==> config.mk <==
export PLATFORM = sky130hd
export DESIGN_NAME = max_pool_2x2_flat
export DESIGN_NICKNAME = d
export VERILOG_FILES = /design/src/rtl/max_pool_2x2_if.sv /design/src/rtl/max_pool_2x2.sv /design/src/flat_wrapper.sv
export SDC_FILE = /design/constraint.sdc
export NUM_CORES = 1
export LEC_CHECK = 0
export ABC_AREA = 0
export ABC_CLOCK_PERIOD_IN_PS = 8000
export CAP_MARGIN = 20
export CORE_ASPECT_RATIO = 1.25
export CORE_MARGIN = 2
export CORE_UTILIZATION = 50
export CTS_CLUSTER_DIAMETER = 200
export DETAILED_ROUTE_END_ITERATION = 7
export GPL_ROUTABILITY_DRIVEN = 0
export PLACE_DENSITY = 0.78
export SYNTH_ARGS = -nofsm -noshare
export SYNTH_HDL_FRONTEND = slang
export SYNTH_SLANG_ARGS = --single-unit
export TNS_END_PERCENT = 1
==> constraint.sdc <==
create_clock -name clk -period 8 [get_ports clk]
set_input_delay 2 -clock clk [delete_from_list [all_inputs] [get_ports clk]]
set_output_delay 2 -clock clk [all_outputs]
set_load 0.01 [all_outputs]
==> src/rtl/max_pool_2x2_if.sv <==
// Command, staging-buffer read and output-SRAM write bundle for the 2x2 max-pool block.
// The master side is the controller/testbench; the slave side is max_pool_2x2.
interface max_pool_2x2_if #(
    parameter int WORD_W = 32,
    parameter int ADDR_W = 16,
    parameter int DIM_W  = 8
);
    logic              op_valid;
    logic [2:0]        op;
    logic              ack;
    logic              data_NA;
    logic [DIM_W-1:0]  channel;
    logic [DIM_W-1:0]  row;
    logic [DIM_W-1:0]  col;
    logic [ADDR_W-1:0] rd_addr;
    logic [WORD_W-1:0] rd_DI;
    logic              wr_wen;
    logic [ADDR_W-1:0] wr_addr;
    logic [WORD_W-1:0] wr_DO;
    logic              done;

    modport master (
        output op_valid, op, channel, row, col, rd_DI,
        input  ack, data_NA, rd_addr, wr_wen, wr_addr, wr_DO, done
    );

    modport slave (
        input  op_valid, op, channel, row, col, rd_DI,
        output ack, data_NA, rd_addr, wr_wen, wr_addr, wr_DO, done
    );
endinterface

==> src/rtl/max_pool_2x2.sv <==
// Signed int8 2x2 / stride-2 max pool over one channel slice of the staging buffer,
// one pooled output word per pair of input rows, one channel per start command.
module max_pool_2x2 #(
    parameter int WORD_W = 32,
    parameter int ADDR_W = 16,
    parameter int DIM_W  = 8
) (
    input  logic          clk,
    input  logic          rst,
    max_pool_2x2_if.slave bus
);
    localparam int NL = WORD_W / 8;
    localparam int NP = NL / 2;
    localparam logic [2:0] OP_CFG   = 3'b001;
    localparam logic [2:0] OP_START = 3'b011;

    typedef enum logic [1:0] {IDLE, RD_A, RD_B, WR} state_t;

    state_t            state_reg, state_next;
    logic              ack_reg, ack_next;
    logic              data_na_reg, data_na_next;
    logic              done_reg, done_next;
    logic              wr_wen_reg, wr_wen_next;
    logic [ADDR_W-1:0] wr_addr_reg, wr_addr_next;
    logic [WORD_W-1:0] wr_do_reg, wr_do_next;
    logic [DIM_W-1:0]  ch_reg, ch_next;
    logic [DIM_W-1:0]  r_reg, r_next;
    logic [DIM_W-1:0]  channel_reg, channel_next;
    logic [DIM_W-1:0]  row_reg, row_next;
    logic [DIM_W-1:0]  col_reg, col_next;
    logic [WORD_W-1:0] row_a_reg, row_a_next;

    logic [DIM_W-1:0]   col_eff;
    logic [DIM_W-1:0]   pairs;
    logic [DIM_W-1:0]   half_rows;
    logic [2*DIM_W-1:0] in_prod;
    logic [2*DIM_W-1:0] out_prod;
    logic [ADDR_W-1:0]  in_base;
    logic [ADDR_W-1:0]  out_base;
    logic [WORD_W-1:0]  pooled;

    // Lanes beyond the word are clamped away; an odd trailing lane has no partner.
    assign col_eff   = (col_reg > DIM_W'(NL)) ? DIM_W'(NL) : col_reg;
    assign pairs     = col_eff >> 1;
    assign half_rows = row_reg >> 1;

    assign in_prod  = {{DIM_W{1'b0}}, ch_reg} * {{DIM_W{1'b0}}, row_reg};
    assign out_prod = {{DIM_W{1'b0}}, ch_reg} * {{DIM_W{1'b0}}, half_rows};
    assign in_base  = ADDR_W'(in_prod);
    assign out_base = ADDR_W'(out_prod);

    assign bus.rd_addr = in_base + ADDR_W'({r_reg, 1'b0}) + ADDR_W'(state_reg == RD_B);

    genvar gi;
    generate
        for (gi = 0; gi < NL; gi++) begin : g_lane
            if (gi < NP) begin : g_pool
                logic signed [7:0] a0, a1, b0, b1, m0, m1, mx;
                assign a0 = row_a_reg[16*gi +: 8];
                assign a1 = row_a_reg[16*gi+8 +: 8];
                assign b0 = bus.rd_DI[16*gi +: 8];
                assign b1 = bus.rd_DI[16*gi+8 +: 8];
                assign m0 = (a0 > a1) ? a0 : a1;
                assign m1 = (b0 > b1) ? b0 : b1;
                assign mx = (m0 > m1) ? m0 : m1;
                assign pooled[8*gi +: 8] = (DIM_W'(gi) < pairs) ? mx : 8'h00;
            end else begin : g_zero
                assign pooled[8*gi +: 8] = 8'h00;
            end
        end
    endgenerate

    always_comb begin
        state_next   = state_reg;
        ack_next     = 1'b0;
        done_next    = 1'b0;
        wr_wen_next  = 1'b0;
        data_na_next = data_na_reg;
        wr_addr_next = wr_addr_reg;
        wr_do_next   = wr_do_reg;
        ch_next      = ch_reg;
        r_next       = r_reg;
        channel_next = channel_reg;
        row_next     = row_reg;
        col_next     = col_reg;
        row_a_next   = row_a_reg;

        case (state_reg)
            IDLE: begin
                if (bus.op_valid) begin
                    if (bus.op == OP_CFG) begin
                        ack_next     = 1'b1;
                        channel_next = bus.channel;
                        row_next     = bus.row;
                        col_next     = bus.col;
                        ch_next      = '0;
                        data_na_next = 1'b0;
                    end else if (bus.op == OP_START) begin
                        ack_next = 1'b1;
                        if (ch_reg == channel_reg) begin
                            data_na_next = 1'b1;
                        end else if (row_reg < DIM_W'(2) || col_reg < DIM_W'(2)) begin
                            // Nothing to pool: consume the channel without touching memory.
                            done_next = 1'b1;
                            ch_next   = ch_reg + DIM_W'(1);
                        end else begin
                            r_next     = '0;
                            state_next = RD_A;
                        end
                    end
                end
            end
            RD_A: begin
                state_next = RD_B;
            end
            RD_B: begin
                row_a_next = bus.rd_DI;
                state_next = WR;
            end
            WR: begin
                wr_wen_next  = 1'b1;
                wr_addr_next = out_base + ADDR_W'(r_reg);
                wr_do_next   = pooled;
                if (r_reg == half_rows - DIM_W'(1)) begin
                    done_next  = 1'b1;
                    ch_next    = ch_reg + DIM_W'(1);
                    state_next = IDLE;
                end else begin
                    r_next     = r_reg + DIM_W'(1);
                    state_next = RD_A;
                end
            end
            default: begin
                state_next = IDLE;
            end
        endcase
    end

    always_ff @(posedge clk or negedge rst) begin
        if (!rst) begin
            state_reg   <= IDLE;
            ack_reg     <= 1'b0;
            data_na_reg <= 1'b0;
            done_reg    <= 1'b0;
            wr_wen_reg  <= 1'b0;
            wr_addr_reg <= '0;
            wr_do_reg   <= '0;
            ch_reg      <= '0;
            r_reg       <= '0;
            channel_reg <= '0;
            row_reg     <= '0;
            col_reg     <= '0;
            row_a_reg   <= '0;
        end else begin
            state_reg   <= state_next;
            ack_reg     <= ack_next;
            data_na_reg <= data_na_next;
            done_reg    <= done_next;
            wr_wen_reg  <= wr_wen_next;
            wr_addr_reg <= wr_addr_next;
            wr_do_reg   <= wr_do_next;
            ch_reg      <= ch_next;
            r_reg       <= r_next;
            channel_reg <= channel_next;
            row_reg     <= row_next;
            col_reg     <= col_next;
            row_a_reg   <= row_a_next;
        end
    end

    assign bus.ack     = ack_reg;
    assign bus.data_NA = data_na_reg;
    assign bus.done    = done_reg;
    assign bus.wr_wen  = wr_wen_reg;
    assign bus.wr_addr = wr_addr_reg;
    assign bus.wr_DO   = wr_do_reg;
endmodule

==> src/flat_wrapper.sv <==
// flat-port wrapper written by rule: the top's interface ports become plain ports
module max_pool_2x2_flat 
#(
    parameter int WORD_W = 32,
    parameter int ADDR_W = 16,
    parameter int DIM_W  = 8
)
  (clk, rst, bus_op_valid, bus_op, bus_channel, bus_row, bus_col, bus_rd_DI, bus_ack, bus_data_NA, bus_rd_addr, bus_wr_wen, bus_wr_addr, bus_wr_DO, bus_done);
  max_pool_2x2_if #(.WORD_W(WORD_W), .ADDR_W(ADDR_W), .DIM_W(DIM_W)) bus_i ();
  input  logic clk;
  input  logic rst;
  input wire logic [$bits(bus_i.op_valid)-1:0] bus_op_valid;
  input wire logic [$bits(bus_i.op)-1:0] bus_op;
  input wire logic [$bits(bus_i.channel)-1:0] bus_channel;
  input wire logic [$bits(bus_i.row)-1:0] bus_row;
  input wire logic [$bits(bus_i.col)-1:0] bus_col;
  input wire logic [$bits(bus_i.rd_DI)-1:0] bus_rd_DI;
  output wire logic [$bits(bus_i.ack)-1:0] bus_ack;
  output wire logic [$bits(bus_i.data_NA)-1:0] bus_data_NA;
  output wire logic [$bits(bus_i.rd_addr)-1:0] bus_rd_addr;
  output wire logic [$bits(bus_i.wr_wen)-1:0] bus_wr_wen;
  output wire logic [$bits(bus_i.wr_addr)-1:0] bus_wr_addr;
  output wire logic [$bits(bus_i.wr_DO)-1:0] bus_wr_DO;
  output wire logic [$bits(bus_i.done)-1:0] bus_done;
  assign bus_i.op_valid = bus_op_valid;
  assign bus_i.op = bus_op;
  assign bus_i.channel = bus_channel;
  assign bus_i.row = bus_row;
  assign bus_i.col = bus_col;
  assign bus_i.rd_DI = bus_rd_DI;
  assign bus_ack = bus_i.ack;
  assign bus_data_NA = bus_i.data_NA;
  assign bus_rd_addr = bus_i.rd_addr;
  assign bus_wr_wen = bus_i.wr_wen;
  assign bus_wr_addr = bus_i.wr_addr;
  assign bus_wr_DO = bus_i.wr_DO;
  assign bus_done = bus_i.done;
  max_pool_2x2 #(.WORD_W(WORD_W), .ADDR_W(ADDR_W), .DIM_W(DIM_W)) u_core (.clk(clk), .rst(rst), .bus(bus_i));
endmodule
==> summary.md <==
| Metric | Value |
|---|---|
| # setup viols final | 0 |
| Hold WS | 0.488 ns |
| Cts bufs inserted | 9 |
| Initial antenna violation count | 0 |
| CP Launch Point | u_core.row_reg[1] |
| Final #Nets | 1381 |
| Hold Crit Start | u_core.bus.wr_addr[10] |
| Leakage | 0.00556 µW |
| Total negative setup slack | 0 ns |
| Synth top area share | 0.274 |
| Synth Flop Type | dfrtp_1 |
| Hpwl dp | 17800 µm |
| Area leader, netlist | dfrtp_1 |
| DRC violation count after routing | 0 |
| Yosys reg bits | 109 |
| Syn Inst Count | 1055 |
| CTS tree | yes |
| Reg clk slew, reported paths | 0.07 ns |
| Pin count of the biggest net entering global routing | 76 |
| Count of different cell masters after synthesis | 71 |
| IO Pins | 130 |
| GRT overflow | 0 |
| Via-to-Cell Ratio | 5.48 |
| Multiplexer area fraction after synthesis | 0.0851 |
| DR iter-0 viols | 369 |
| N_diodes | 0 |
| Vias in the first global route | 7890 |
| CP delay by family, top | adder cells |
| Slew Viols, Final | 0 |
| Post-synth EDFFs | 0 |
| # H-tree levels | 3 |
| Most common cell on crit path | inv_1 |
| Total number of vias | 7777 |
| WP data required | 6.00 ns |
| CP max stage cell | fa_1 |
| Hold_buf cts | 0 |
| Row Count | 57 |
| Sequential area share after synthesis | 0.274 |
| Multi-input logic area | 6500 µm² |
| Register area | 2730 µm² |
| Root buffer cell | clkbuf_16 |
| Compound-gate portion of the synthesized area | 0.116 |
| CORE AREA | 19500 µm² |
| RR Startpoint | u_core.ch_reg[2] |
| Placement Setup Slack | 0.682 ns |
| Area delta synth->final | 16.0% |
| Slew HR | 0.356 |
| Clock Latency Late Sink | 0.35 ns |
| Final WS setup | 0.366 ns |
| Routed Antenna Nets | 0 |
| Critical-path cell list | and2_1 > inv_1 > fa_1 > fa_1 > inv_1 > ha_1 > inv_1 > fa_1 > inv_1 > ha_1 > a21o_1 > a21oi_1 > nor2b_1 > o211ai_1 > nand2_1 > a41o_1 > o41ai_1 > xnor2_1 > clkdlybuf4s50_1 |
| Die W | 130 µm |
| Count leader, synth | inv_1 |
| Critical Path Start Type | flop |
| Die extent in y | 162 µm |
| Mean post-synth cell area | 9.43 µm² |
| Post-Synth Adder-Cell Area | 0.253 |
| Synth Area in XOR/XNOR | 0.0492 |
| Number of max-cap violations | 0 |
| Largest family of logic cells by synthesized area | adder cells |
| Routed WL per cell | 15.9 µm |
| CTS Sinks | 109 |
| Clock tree buffer depth | 2 |
| Worst Path Buf+Inv | 5 |
| CP Depth | 19 |
| Measured slew at the worst slew-check pin | 0.967 ns |
| Layout cell share with drive strength beyond 1 | 0.0710 |
| Reg2reg setup slack | 2.11 ns |
| RSZ-0062 raised after global routing | no |
| Setup Crit Path Kind | reg2out |
| Async SR Flop Fraction | 1.00 |
| Synth Cell Area | 9940 µm² |
| Worst R2R Path Depth | 22 |
| Total Wirelength | 22600 µm |
| Final Cycle Share | 0.954 |
| Synth top cells by count | inv_1 (142), ha_1 (115), dfrtp_1 (109) |
| Final min period | 7.63 ns |
| Fmax | 131 MHz |
| Status | finished clean |
| Crit path largest cell delay | 0.60 ns |
| Fill count | 1622 |
| Final-report hold violation count | 0 |
| Largest register FFs | 32 |
| Crit end category | primary output |
| Synthesis warning total | 0 |
| Initial Util | 0.511 |
| Total track usage | 0.223 |
| FF-to-FF End | u_core.bus.wr_addr[14] |
| Worst setup path end | bus_rd_addr[14] |
| Top post-synthesis cells by area | dfrtp_1 (27%), ha_1 (14%), fa_1 (11%) |
| Maximum VDD drop | 177 µV |
| DRT Pass-1 Iters | 5 |
| Worst Skew | 0.00782 ns |
| Die Footprint | 21000 µm² |
| Pwr Density | 382 nW/µm² |
| First-pass GRT wire length | 37300 µm |
| Synth Area in Simple Gates | 0.144 |
| Hold Crit Class | reg2reg |
| Port bufs | 112 |
| Worst-path fanout max | 11 |
| Critical Path AT | 5.63 ns |
==> worst reg2reg max path, delay by kind of cell (launching register included) <==
family	cells	cell delay, ns
DFF	1	0.66
and+or+nand+nor	6	1.44
AOI/OAI and AO/OA	5	0.75
xor gates and xnor gates	2	0.29
adders and majority gates	6	2.47
buffers and inverters	3	0.16
==> kinds of logic after synthesis <==
kind of cell,after synthesis
flops,109
fa+ha+maj,169
buf+inv,191
simple gates,281
other cells,1
compound gates,170
mux,79
xor+xnor,55
==> layout make-up <==
type                       count  area share
multi-input combinational    770       0.564
clock buffer                  13      0.0217
timing repair buffer         118       0.101
tap                          265      0.0288
inverter                     142      0.0462
clock inverter                 3     0.00184
sequential                   109       0.237
==> through the flow <==
| stage | util | std cells | cell area, µm² | total power [µW] |
|---|---|---|---|---|
| 2_1_floorplan | - | 1070 | 10000 | 3060 |
| 3_3_place_gp | 0.578 | 1404 | 11300 | 3900 |
| 3_5_place_dp | 0.578 | 1404 | 11300 | 3990 |
| 4_1_cts | 0.592 | 1420 | 11500 | 4430 |
| 5_1_grt | 0.592 | 1420 | 11500 | 4860 |
| 6_report | 0.592 | 1420 | 11500 | 4400 |
==> layer usage <==
metal	vias up	track usage	wire (µm)
li1	3744	-	-
met1	3805	0.274	9440
met2	186	0.397	11600
met3	42	0.0273	1010
met4	0	0.0806	636
met5	-	0	0
==> repair_timing <==
item	in CTS	in global routing
buffers inserted	0	0
gates resized for setup	0	1
endpoints found under the setup margin	0	1
==> power by group <==
group	switching [µW]	leakage [µW]	internal, µW	total [µW]
Clock	202	0.000130	221	423
Combinational	1530	0.00406	1420	2950
Sequential	246	0.00137	786	1030
==> worst min-delay path by stage <==
stage	end	slack, ns	cells after the start
final	u_core.bus.wr_addr[10]	0.49	2
after global routing	u_core.bus.wr_DO[12]	0.51	2
after CTS	u_core.bus.wr_addr[8]	0.49	2
after detailed placement	u_core.bus.wr_addr[8]	0.48	2
after global placement	u_core.bus.wr_addr[8]	0.47	2
after floorplan	u_core.col_reg[1]	0.47	1
==> placed cells by master, fill, tap and decap left out, drive strengths merged, types with 7 or more instances in the layout <==
cell	instances
a211oi	7
a21o	10
a21oi	32
and2	46
buf	7
clkbuf	13
clkdlybuf4s50	111
conb	16
dfrtp	109
fa	54
ha	115
inv	142
mux2	44
mux2i	35
nand2	87
nand2b	7
nand3	16
nand4	14
nor2	52
nor2b	12
nor3	15
o21a	12
o21ai	52
o221ai	16
xnor2	37
xor2	18
Note: power is estimated with default switching activity, not from simulation.
